--- src/rtl/aes_link_host.sv ---
// aes_link_host: sends key/text over the strobed byte link and collects the 16-byte ciphertext.
// Define AES_LINK_EXPECT_EN to add the expected-value port and the total/correct counters.
module aes_link_host #(
  parameter int CLK_FREQ       = 50_000_000,
  parameter int TX_FREQ        = 50_000,
  parameter int TIMEOUT_CYCLES = 5_000_000
) (
  input  logic         clk,
  input  logic         rst_n,
  input  logic         start,
  input  logic [127:0] key,
  input  logic [127:0] text,
`ifdef AES_LINK_EXPECT_EN
  input  logic [127:0] expected,
  output logic [31:0]  total,
  output logic [31:0]  correct,
`endif
  output logic         busy,
  output logic         done,
  output logic         timeout,
  output logic [127:0] result,
  output logic [8:0]   aes_tx,
  input  logic [8:0]   aes_rx
);
  localparam int DIV = CLK_FREQ / TX_FREQ;
  localparam int CW  = $clog2(DIV);
  typedef enum logic [1:0] {IDLE, SEND, WAIT_RX, FINISH} state_t;
  state_t         r_state, w_next;
  logic [255:0]   r_sr;
  logic [CW-1:0]  r_div;
  logic [4:0]     r_slot;
  logic [127:0]   r_acc, r_result;
  logic [3:0]     r_bcnt;
  logic [31:0]    r_tcnt;
  logic [2:0]     r_sync;
  logic [7:0]     r_d1, r_d2;
  logic           r_done, r_timeout;
  logic           w_edge, w_slot_end, w_expire, w_last;
  // r_d2 lines up with r_sync[1], so the byte is taken with the synchronized strobe edge
  assign w_edge     = r_sync[1] & ~r_sync[2];
  assign w_slot_end = r_div == CW'(DIV - 1);
  assign w_expire   = r_state == WAIT_RX && r_tcnt + 32'd1 == 32'(TIMEOUT_CYCLES);
  assign w_last     = r_state == WAIT_RX && w_edge && !w_expire && r_bcnt == 4'd15;
  assign busy       = r_state != IDLE;
  assign done       = r_done;
  assign timeout    = r_timeout;
  assign result     = r_result;
  assign aes_tx     = r_state == SEND ? {r_div < CW'(DIV / 2), r_sr[255:248]} : 9'h000;
  always_ff @(posedge clk or negedge rst_n)
    if (!rst_n) r_state <= IDLE;
    else r_state <= w_next;
  always_comb begin
    w_next = r_state;
    case (r_state)
      IDLE:    w_next = start ? SEND : IDLE;
      SEND:    w_next = w_slot_end && r_slot == 5'd31 ? WAIT_RX : SEND;
      WAIT_RX: w_next = w_expire ? IDLE : w_last ? FINISH : WAIT_RX;
      default: w_next = IDLE;
    endcase
  end
  always_ff @(posedge clk or negedge rst_n)
    if (!rst_n) begin
      r_sr      <= '0;
      r_div     <= '0;
      r_slot    <= '0;
      r_acc     <= '0;
      r_result  <= '0;
      r_bcnt    <= '0;
      r_tcnt    <= '0;
      r_sync    <= '0;
      r_d1      <= '0;
      r_d2      <= '0;
      r_done    <= 1'b0;
      r_timeout <= 1'b0;
    end else begin
      r_sync    <= {r_sync[1:0], aes_rx[8]};
      r_d1      <= aes_rx[7:0];
      r_d2      <= r_d1;
      r_done    <= r_state == FINISH;
      r_timeout <= w_expire;
      if (r_state == FINISH) r_result <= r_acc;
      if (r_state == IDLE) begin
        r_div  <= '0;
        r_slot <= '0;
        r_bcnt <= '0;
        r_tcnt <= '0;
        r_acc  <= '0;
        if (start) r_sr <= {key, text};
      end else if (r_state == SEND) begin
        r_div <= w_slot_end ? '0 : r_div + CW'(1);
        if (w_slot_end) begin
          r_slot <= r_slot + 5'd1;
          r_sr   <= {r_sr[247:0], 8'h00};
        end
      end else if (r_state == WAIT_RX) begin
        r_tcnt <= w_edge ? '0 : r_tcnt + 32'd1;
        // an expiring timeout takes priority over a byte arriving in the same cycle
        if (w_edge && !w_expire) begin
          r_acc  <= {r_acc[119:0], r_d2};
          r_bcnt <= r_bcnt + 4'd1;
        end
      end
    end
`ifdef AES_LINK_EXPECT_EN
  logic [127:0] r_exp;
  logic [31:0]  r_total, r_correct;
  assign total   = r_total;
  assign correct = r_correct;
  always_ff @(posedge clk or negedge rst_n)
    if (!rst_n) begin
      r_exp     <= '0;
      r_total   <= '0;
      r_correct <= '0;
    end else begin
      if (r_state == IDLE && start) r_exp <= expected;
      if ((r_state == FINISH || w_expire) && r_total != 32'hFFFF_FFFF) r_total <= r_total + 32'd1;
      if (r_state == FINISH && r_acc == r_exp && r_correct != 32'hFFFF_FFFF) r_correct <= r_correct + 32'd1;
    end
`endif
endmodule

--- config.mk ---
export PLATFORM = sky130hd
export DESIGN_NAME = aes_link_host
export DESIGN_NICKNAME = d
export VERILOG_FILES = /design/src/rtl/aes_link_host.sv
export SDC_FILE = /design/constraint.sdc
export NUM_CORES = 1
export LEC_CHECK = 0
export ABC_AREA = 1
export CAP_MARGIN = 40
export CORE_UTILIZATION = 30
export DETAILED_ROUTE_END_ITERATION = 10
export GPL_TIMING_DRIVEN = 0
export PLACE_DENSITY = 0.5
export SLEW_MARGIN = 20
export SYNTH_ARGS = -nofsm -noshare
export SYNTH_HDL_FRONTEND = slang
export SYNTH_SLANG_ARGS = --single-unit
--- constraint.sdc ---
create_clock -name clk -period 2 [get_ports clk]
set_input_delay 0.4 -clock clk [delete_from_list [all_inputs] [get_ports clk]]
set_output_delay 0.4 -clock clk [all_outputs]
set_load 0.02 [all_outputs]
# [After elaboration in Yosys (flattened, before gate mapping)]
# Cells that the tools add are included.
[word_totals] ff_bits=586 inputBits=268 out_inout_bits=140 wordCells=74
[op_classes] n_addsub=4 order_cmp=1 eq_ne=9 n_mux=28 bitwise_logic=2 n_reduce_logical=17
[ops] op="256-bit 2-to-1 mux" n=4
[ops] op="128-bit 2-to-1 mux" n=4
[ops] op="32-bit 2-to-1 mux" n=4
[ops] op="32-bit by 1-bit adder with 32-bit output (second input constant)" n=1
[ops] op="32-bit by 23-bit == test with 1-bit output (second input constant)" n=1
[ops] op="10-bit 2-to-1 mux" n=3
[ops] op="4-bit 2-to-1 mux" n=4
[ops] op="5-bit 2-to-1 mux" n=3
[ops] op="10-bit by 1-bit adder with 10-bit output (second input constant)" n=1
[ops] op="10-bit == test (second input constant)" n=1
[ops] op="10-bit by 9-bit less-than comparator with 1-bit output (second input constant)" n=1
[ops] op="2-bit nonzero test" n=5
[ops] op="9-bit 2-to-1 mux" n=1
[ops] op="1-bit logical AND" n=6
[ops] op="2-bit one-hot mux with 3 select lines" n=1
[ops] op="3-bit AND reduction" n=2
[ops] op="5-bit by 1-bit adder with 5-bit output (second input constant)" n=1
[ops] op="5-bit == test (second input constant)" n=1
[ops] op="4-bit by 1-bit adder with 4-bit output (second input constant)" n=1
[ops] op="2-bit == test (second input constant)" n=2
[ops] op="4-bit == test (second input constant)" n=1
[ops] op="2-bit 2-to-1 mux" n=2
[ops] op="2-bit AND reduction" n=2
[ops] op="2-bit by 1-bit == test with 1-bit output (second input constant)" n=1
[ops] op="7 further kinds" n=8

# [Longest topological paths before layout]
# Gate-level depths: netlist (run 1).
[depth] word_depth=9 mapped_depth=17 mapped_depth_nobuf=16

# [Least setup slack after synthesis (run 1)]
# OpenSTA, ideal clock, no wires.
[synth_timing] path_kind="flip-flop to flip-flop" from="register r_tcnt[1]" to="register r_acc[100]" setup_ps=118 t_arrival_ps=2099 required_time_ps=1882 path_slack_ps=-217 stages_incl_launch_ff=17 synth_period_minus_slack_ps=2217 path_cell_list="dfrtp_1 ha_1 nand2_2 nor2_2 nand2_2 nor2_1 nand2_1 nand2_1 nand2_1 nor2_1 nand2_1 nor2_1 nand3_1 buf_2 buf_2 nand4_1 nand2_1"
[synth_via] elab_chain_cells=7
[synth_lines] element="start: declaration" line="34" source="logic [31:0] r_tcnt;"
[synth_lines] element="start signal: assignment" line="96" source="r_tcnt <= w_edge ? '0 : r_tcnt + 32'd1;"
[synth_lines] element="32-bit by 1-bit adder with 32-bit output" line="42" source="assign w_expire = r_state == WAIT_RX && r_tcnt + 32'd1 == 32'(TIMEOUT_CYCLES);"
[synth_lines] element="32-bit by 23-bit == test with 1-bit output" line="42"
[synth_lines] element="1-bit logical AND" line="42"
[synth_lines] element="1-bit zero test" line="98" source="if (w_edge && !w_expire) begin"
[synth_lines] element="1-bit logical AND" line="98"
[synth_lines] element="2-bit nonzero test (no line)"
[synth_lines] element="3-bit AND reduction (no line)"
[synth_lines] element="end signal: assignment" line="99" source="r_acc <= {r_acc[119:0], r_d2};"
[synth_lines] element="end: declaration" line="32" source="logic [127:0] r_acc, r_result;"
# Every way passes these cells.
# A chain may end at the register's enable or synchronous reset.

# [Worst setup path after layout (run 1)]
[layout_timing] from="register r_tcnt[0]" to="register r_acc[44]"
# Same word-level chain as after synthesis.

==> impl_metrics.yaml, run 1 <==
clock_network:
  cts_tree: "built"
  clock_latency_ps: 620
  cts-root-buf: "clkbuf_16"
  cts_buffer_depth: 3
  numCtsBuffers: 73
  cts_sinks: 586
  htreeDepth: 3
  clk_pin_slew_ps: 60
logic_synthesis:
  synth_top_family_by_area: "simple AND/OR/NAND/NOR gates"
  synth_compound_area_share_pct: 13.6
  avgSynthCellArea_sq_um: 8.53
  synth_mux_area_share_pct: 0.0382
  yosys-top-cells-count: "921 x nand2_1, 586 x dfrtp_1, 337 x inv_1"
  synth_ff_type: "dfrtp_1"
  synthDistinctLibCells: 34
  synth.most_common_cell: "nand2_1"
  yosys_warnings: 0
  synth.ff_latch_count: 586
  synth_edf_count: 0
  yosysSeqAreaShare_pct: 56.0
  synth-xor-area-share_pct: 0.267
  syn_area_sq_mm: 0.0262
  synth.net_count: 3347
  synth_fa_ha_area_share_pct: 0.239
  synthArstFlopShare_pct: 100
  yosysTopAreaCell: "dfrtp_1"
  synth-simple-area-share_pct: 21.6
  synth_top_area_share_pct: 56.0
  synth_area_leaders: "dfrtp_1 56%, nand2_1 13%, o211ai_1 7.1%"
  syn_inst: 3074
power_and_ir_drop:
  vdd_ir_drop_max_mv: 0.621
  switching_share_pct: 22.6
  p_leak_nw: 20.7
  power_density_mw_per_mm2: 693
  p_seq_share_pct: 46.1
  p_comb_share_pct: 3.5
  pwr-share-clk_pct: 50.4
  p_sw_mw: 5.83
  cell_internal_pwr_mw: 20.0
drt:
  drt_iter0_drc: 1349
  routed_wl_mm: 88.7
  drtPass1Iterations: 7
  routedWlPerCell_microns: 18.2
  post-route-drc-count: 0
  viasPerCell: 4.74
  antenna_left: 0
  vias: 23100
sta:
  drv_slew: 0
  setup_viol: 170
  hold_viol: 87
  rsz0062_at_grt: "true"
  fin_crit_sh_pct: 125
  setup_tns_ps: -63310
  skew_ps: 19.2
  worstMarginPinSlew_ps: 814
  fin_crit_ps: 2490
  fmax_mhz: 401
  slew_headroom_pct: 45.7
  fin_hold_ws_ps: -268
  setup_slack_ps: -493
grt:
  grt_antenna_before_repair: 28
  grt_pass1_wl_mm: 137
  grt_max_degree: 92
  grt_pass1_vias: 23300
  overflow: 0
  track_usage_pct: 19.7
run_status:
  status: "complete, but fails checks"
  violations: "negative hold slack, negative setup slack"
placed_design:
  place_congestion: 0.831
  hpwl_mm: 62.9
  place_ws_ps: -1440
  port_buffers: 407
worst_setup_path:
  end_kind: "flop"
  cp.required_ps: 2490
  crit_arrival_ps: 2990
  worstSetupPathType: "flop to flop"
  cp-start-kind: "flop"
  worstPathMaxFanout: 7
final_layout:
  drive_gt1_share_pct: 12.5
  final_core_util_pct: 43.0
  n_fill_cell: 8606
  nNetsFinal: 3924
  area_growth_pct: 42.0
worst_hold_path:
  worstHoldPathType: "input port to async pin"
flow_run:
  drv_cap: 0
floorplan:
  rows: 108
  io_pins: 408
  design.core.area_sq_mm: 0.0866
  initial_core_util_pct: 30.3
  die_h_microns: 298
  die_x_microns: 298
  dieArea_sq_mm: 0.0885
[power by group through the flow]
stage          Sequential, mW  Clock (mW)  Combinational (mW)
6_report                 11.9        13.0               0.903
4_1_cts                  11.9        13.4               0.930
5_1_grt                  11.9        13.8               0.986
3_5_place_dp             12.1           0               0.926
3_3_place_gp             12.1           0               0.826
2_1_floorplan            12.1           0              0.0311
[worst max-delay path, cell delays in order (launching register included)]
cell and delay (ps):
dfrtp_1 410, ha_4 170, nand2_4 60, nor2_4 190, nand2_4 120, nor2_4 180
nand2_2 60, nand2_2 60, nand2_2 60, nor2_2 90, nand2_2 110, nor2_4 150
nand3_4 170, buf_12 210, clkbuf_16 150, nand4_1 90, nand2_1 70
[cell families after synthesis]
group	after synthesis
xor+xnor	8
mux	1
flops	586
simple gates	1340
compound gates	580
fa+ha+maj	5
buf+inv	554
[layout make-up]
cell class	instances	area (sq um)	area share [%]
Timing Repair Buffer	507	5910	15.9
Clock inverter	30	299	0.804
Tap cell	1155	1450	3.88
Clock buffer	100	2040	5.48
Sequential cell	586	14700	39.4
Multi-Input combinational cell	1934	9760	26.2
Inverter	340	1290	3.46
Antenna cell	16	40.0	0.108
Buffer	209	1760	4.72
[cell usage in the layout, fill, tap and decap left out, types with 13 or more instances in the layout]
| master | n |
|---|---|
| buf_12 | 14 |
| buf_2 | 17 |
| buf_4 | 49 |
| buf_6 | 47 |
| buf_8 | 41 |
| clkbuf_1 | 66 |
| clkbuf_16 | 104 |
| clkbuf_2 | 41 |
| clkbuf_8 | 13 |
| clkdlybuf4s50_1 | 267 |
| clkinv_2 | 16 |
| dfrtp_1 | 583 |
| diode_2 | 16 |
| dlymetal6s2s_1 | 123 |
| inv_1 | 333 |
| nand2_1 | 902 |
| nand2_2 | 16 |
| nand3_1 | 166 |
| nand4_1 | 121 |
| nor2_1 | 72 |
| nor2_4 | 26 |
| o211ai_1 | 248 |
| o21ai_0 | 164 |
| o21ai_1 | 141 |
[what timing repair did]
action / in CTS / in global routing
setup endpoints to repair: 669 / 645
cloned: 7 / 28
resized for setup: 301 / 598
setup buffers: 37 / 24
pin swaps: 40 / 44
hold endpoints to repair: 87 / 87
[state kept, by name, indices dropped and copies added (netlist names)]
register	cells
result	128
r_bcnt	4
r_acc	128
r_div	10
r_tcnt	32
r_slot	5
done	1
r_sr	256
r_d2	8
r_sync	3
r_d1	8
timeout	1
r_state	2
[routing by layer]
layer,track usage (%),vias to the layer above,wire [microns]
met5,0,-,143
met4,7.09,22,2450
met3,5.13,142,5070
met2,30.9,453,41400
met1,26.0,11200,39600
li1,-,11300,-
[per-stage QoR]
stage,power [mW],cell area (sq um),hold slack [ps],std cells
4_1_cts,26.2,35400,-185,4818
3_5_place_dp,13.0,32000,335,4646
5_1_grt,26.6,37200,-250,4875
6_report,25.8,37200,-268,4877
3_3_place_gp,13.0,31800,333,4636
2_1_floorplan,12.1,26200,104,3074
[path summary, 6_finish.rpt]
check | startpoint | to | slack, ps | cells after the start
min in group clk | aes_rx[4] | r_d1[4] | 220 | 1
max in group asynchronous | rst_n | r_sr[97] | 410 | 4
worst max register to register | r_tcnt[0] | r_acc[44] | -490 | 16
worst max-delay path | r_tcnt[0] | r_acc[44] | -490 | 16
worst min-delay path | rst_n | result[81] | -270 | 1
worst min register to register | r_d1[5] | r_d2[5] | 350 | 0
Power figures use the tool's default switching activity.
==> run 2: changes to the inputs <==
--- a/config.mk
+++ b/config.mk
@@ -6,11 +6,12 @@
 export NUM_CORES = 1
 export LEC_CHECK = 0
 export ABC_AREA = 1
-export CAP_MARGIN = 40
+export CORE_MARGIN = 4
 export CORE_UTILIZATION = 30
 export DETAILED_ROUTE_END_ITERATION = 10
+export DONT_BUFFER_PORTS = 1
 export GPL_TIMING_DRIVEN = 0
-export PLACE_DENSITY = 0.5
+export PLACE_DENSITY = 0.44
 export SLEW_MARGIN = 20
 export SYNTH_ARGS = -nofsm -noshare
 export SYNTH_HDL_FRONTEND = slang
==> impl_metrics.yaml, run 2 (synthesis results as in run 1) <==
sta:
  fmax_mhz: 393
  slew_headroom_pct: 39.4
  rsz0062_at_grt: "true"
  fin_hold_ws_ps: -516
  setup_slack_ps: -542
  fin_crit_ps: 2540
  skew_ps: 28.6
  setup_viol: 347
  worstMarginPinSlew_ps: 909
  hold_viol: 196
  fin_crit_sh_pct: 127
  drv_slew: 0
  setup_tns_ps: -73530
final_layout:
  final_common_cell: "nand2_1"
  final_core_util_pct: 42.6
  drive_gt1_share_pct: 17.2
  nNetsFinal: 3820
  top_register: "r_sr"
  n_fill_cell: 8588
  design_area_sq_mm: 0.0370
  largest_reg_flops: 256
  final_cells: 4766
  final_cell_mix: "891 x nand2_1, 583 x dfrtp_1, 331 x inv_1"
  area_growth_pct: 41.0
clock_network:
  cts-root-buf: "clkbuf_16"
  cts_tree: "built"
  clk_pin_slew_ps: 60
  cts_hold_buf: 257
  cts_sinks: 586
  numCtsBuffers: 72
  cts_buffer_depth: 3
  htreeDepth: 3
  clock_latency_ps: 610
grt:
  overflow: 0
  grt_antenna_before_repair: 13
  grt_pass1_vias: 24300
  track_usage_pct: 19.5
  grt_pass1_wl_mm: 141
  grt_max_degree: 587
power_and_ir_drop:
  power_mw: 26.0
  p_comb_share_pct: 2.8
  switching_share_pct: 22.2
  cell_internal_pwr_mw: 20.2
  p_leak_nw: 18.5
  p_sw_mw: 5.77
  power_density_mw_per_mm2: 704
  pwr-share-clk_pct: 51.5
  vdd_ir_drop_max_mv: 0.541
  p_seq_share_pct: 45.7
floorplan:
  design.core.area_sq_mm: 0.0868
  die_x_microns: 304
  dieArea_sq_mm: 0.0921
  initial_core_util_pct: 30.2
  io_pins: 408
  rows: 108
  die_h_microns: 304
worst_setup_path:
  path_common_cell: "nand2_1"
  cp.required_ps: 2490
  worstSetupPathType: "flop to flop"
  timing.critical_path.buf_inv: 5
  path_delay_family: "simple AND/OR/NAND/NOR gates"
  end_kind: "flop"
  crit_chain: "buf_6 > nand2_2 > nor2_8 > buf_4 > nand3_2 > inv_2 > nand2_1 > nand2_1 > nand2_1 > nor2_2 > nand2_2 > nor2_4 > nand3_4 > buf_12 > buf_12 > nand4_1 > nand2_1"
  cp-start-kind: "flop"
  worstPathMaxFanout: 8
  max_stage_delay_ps: 400
  crit_arrival_ps: 3030
  crit_slowest_cell: "dfrtp_2"
placed_design:
  hpwl_mm: 62.0
  port_buffers: 0
  place_congestion: 0.835
  dp_cells: 4229
  post_dp_cell_area_sq_mm: 0.0277
drt:
  drt_iter0_drc: 1377
  antenna_left: 0
  vias: 23500
  drtPass1Iterations: 5
  routedWlPerCell_microns: 19.5
  post-route-drc-count: 0
  viasPerCell: 4.94
  routed_wl_mm: 92.7
worst_hold_path:
  worstHoldPathType: "input port to async pin"
run_status:
  violations: "negative hold slack, negative setup slack"
  status: "complete, but fails checks"
flow_run:
  drv_cap: 0
run 2: cell count changes in the layout (fill, tap and decap cells not counted), sizes merged, moves of 3 or more:
cell,delta
clkbuf,-13
buf,+49
dlygate4sd3,+257
clkinvlp,-3
dlygate4sd2,-6
bufinv,+3
diode,-3
dlymetal6s2s,-123
inv,-4
clkdlybuf4s50,-267
run 2: worst paths after layout:
kind / depth (start not counted) / endpoint / start / slack, ps
min reg2reg: 0 / r_d2[2] / r_d1[2] / 340
max: 17 / r_acc[0] / r_tcnt[1] / -540
max in group asynchronous: 3 / r_sr[254] / rst_n / 360
min in group clk: 2 / r_sr[116] / text[116] / 30
min: 0 / result[98] / rst_n / -520
max reg2reg: 17 / r_acc[0] / r_tcnt[1] / -540
run 2: power groups by stage:
| stage | combinational (mW) | sequential, mW | clock, mW |
|---|---|---|---|
| floorplan | 0.0311 | 12.1 | 0 |
| global placement | 0.0466 | 12.1 | 0 |
| detailed placement | 0.0468 | 12.1 | 0 |
| CTS | 0.511 | 11.9 | 13.8 |
| global route | 0.782 | 11.9 | 14.3 |
| finish | 0.719 | 11.9 | 13.4 |
run 2: layer usage:
metal | vias to the layer above | GRT usage (%) | wire length [microns]
met5 | - | 0 | 0
met4 | 0 | 6.41 | 2610
met3 | 159 | 5.21 | 5950
met2 | 571 | 31.7 | 44100
met1 | 11600 | 25.3 | 40100
li1 | 11200 | - | -
run 2: worst reg2reg max path, stage by stage, from the launching register on:
cell and delay, ps:
dfrtp_2 400, buf_6 110, nand2_2 80, nor2_8 200
buf_4 150, nand3_2 130, inv_2 90, nand2_1 50
nand2_1 50, nand2_1 70, nor2_2 130, nand2_2 100
nor2_4 140, nand3_4 180, buf_12 230, buf_12 150
nand4_1 110, nand2_1 70
run 2: per-stage QoR:
| stage | hold WS (ps) | setup slack, ps |
|---|---|---|
| 2_1_floorplan | 104 | -137 |
| 3_3_place_gp | 119 | -1510 |
| 3_5_place_dp | 118 | -1550 |
| 4_1_cts | -554 | -495 |
| 5_1_grt | -558 | -679 |
| 6_report | -516 | -542 |
run 2: area by class of cell:
class	instances	area, sq um	share of cell area (%)
sequential	586	14700	39.7
multi-input combinational	1934	10300	27.8
timing repair buffer	408	4860	13.2
clock buffer	100	2060	5.58
buffer	205	1970	5.34
tap	1155	1450	3.91
inverter	340	1300	3.52
clock inverter	25	340	0.921
antenna	13	32.5	0.0880
run 2: timing repair:
item                       CTS  global route
pin swaps                   54            73
setup endpoints to repair  560           589
resized for setup          602           482
hold endpoints to repair   843           200
gates cloned                38            19
setup buffers               80            37
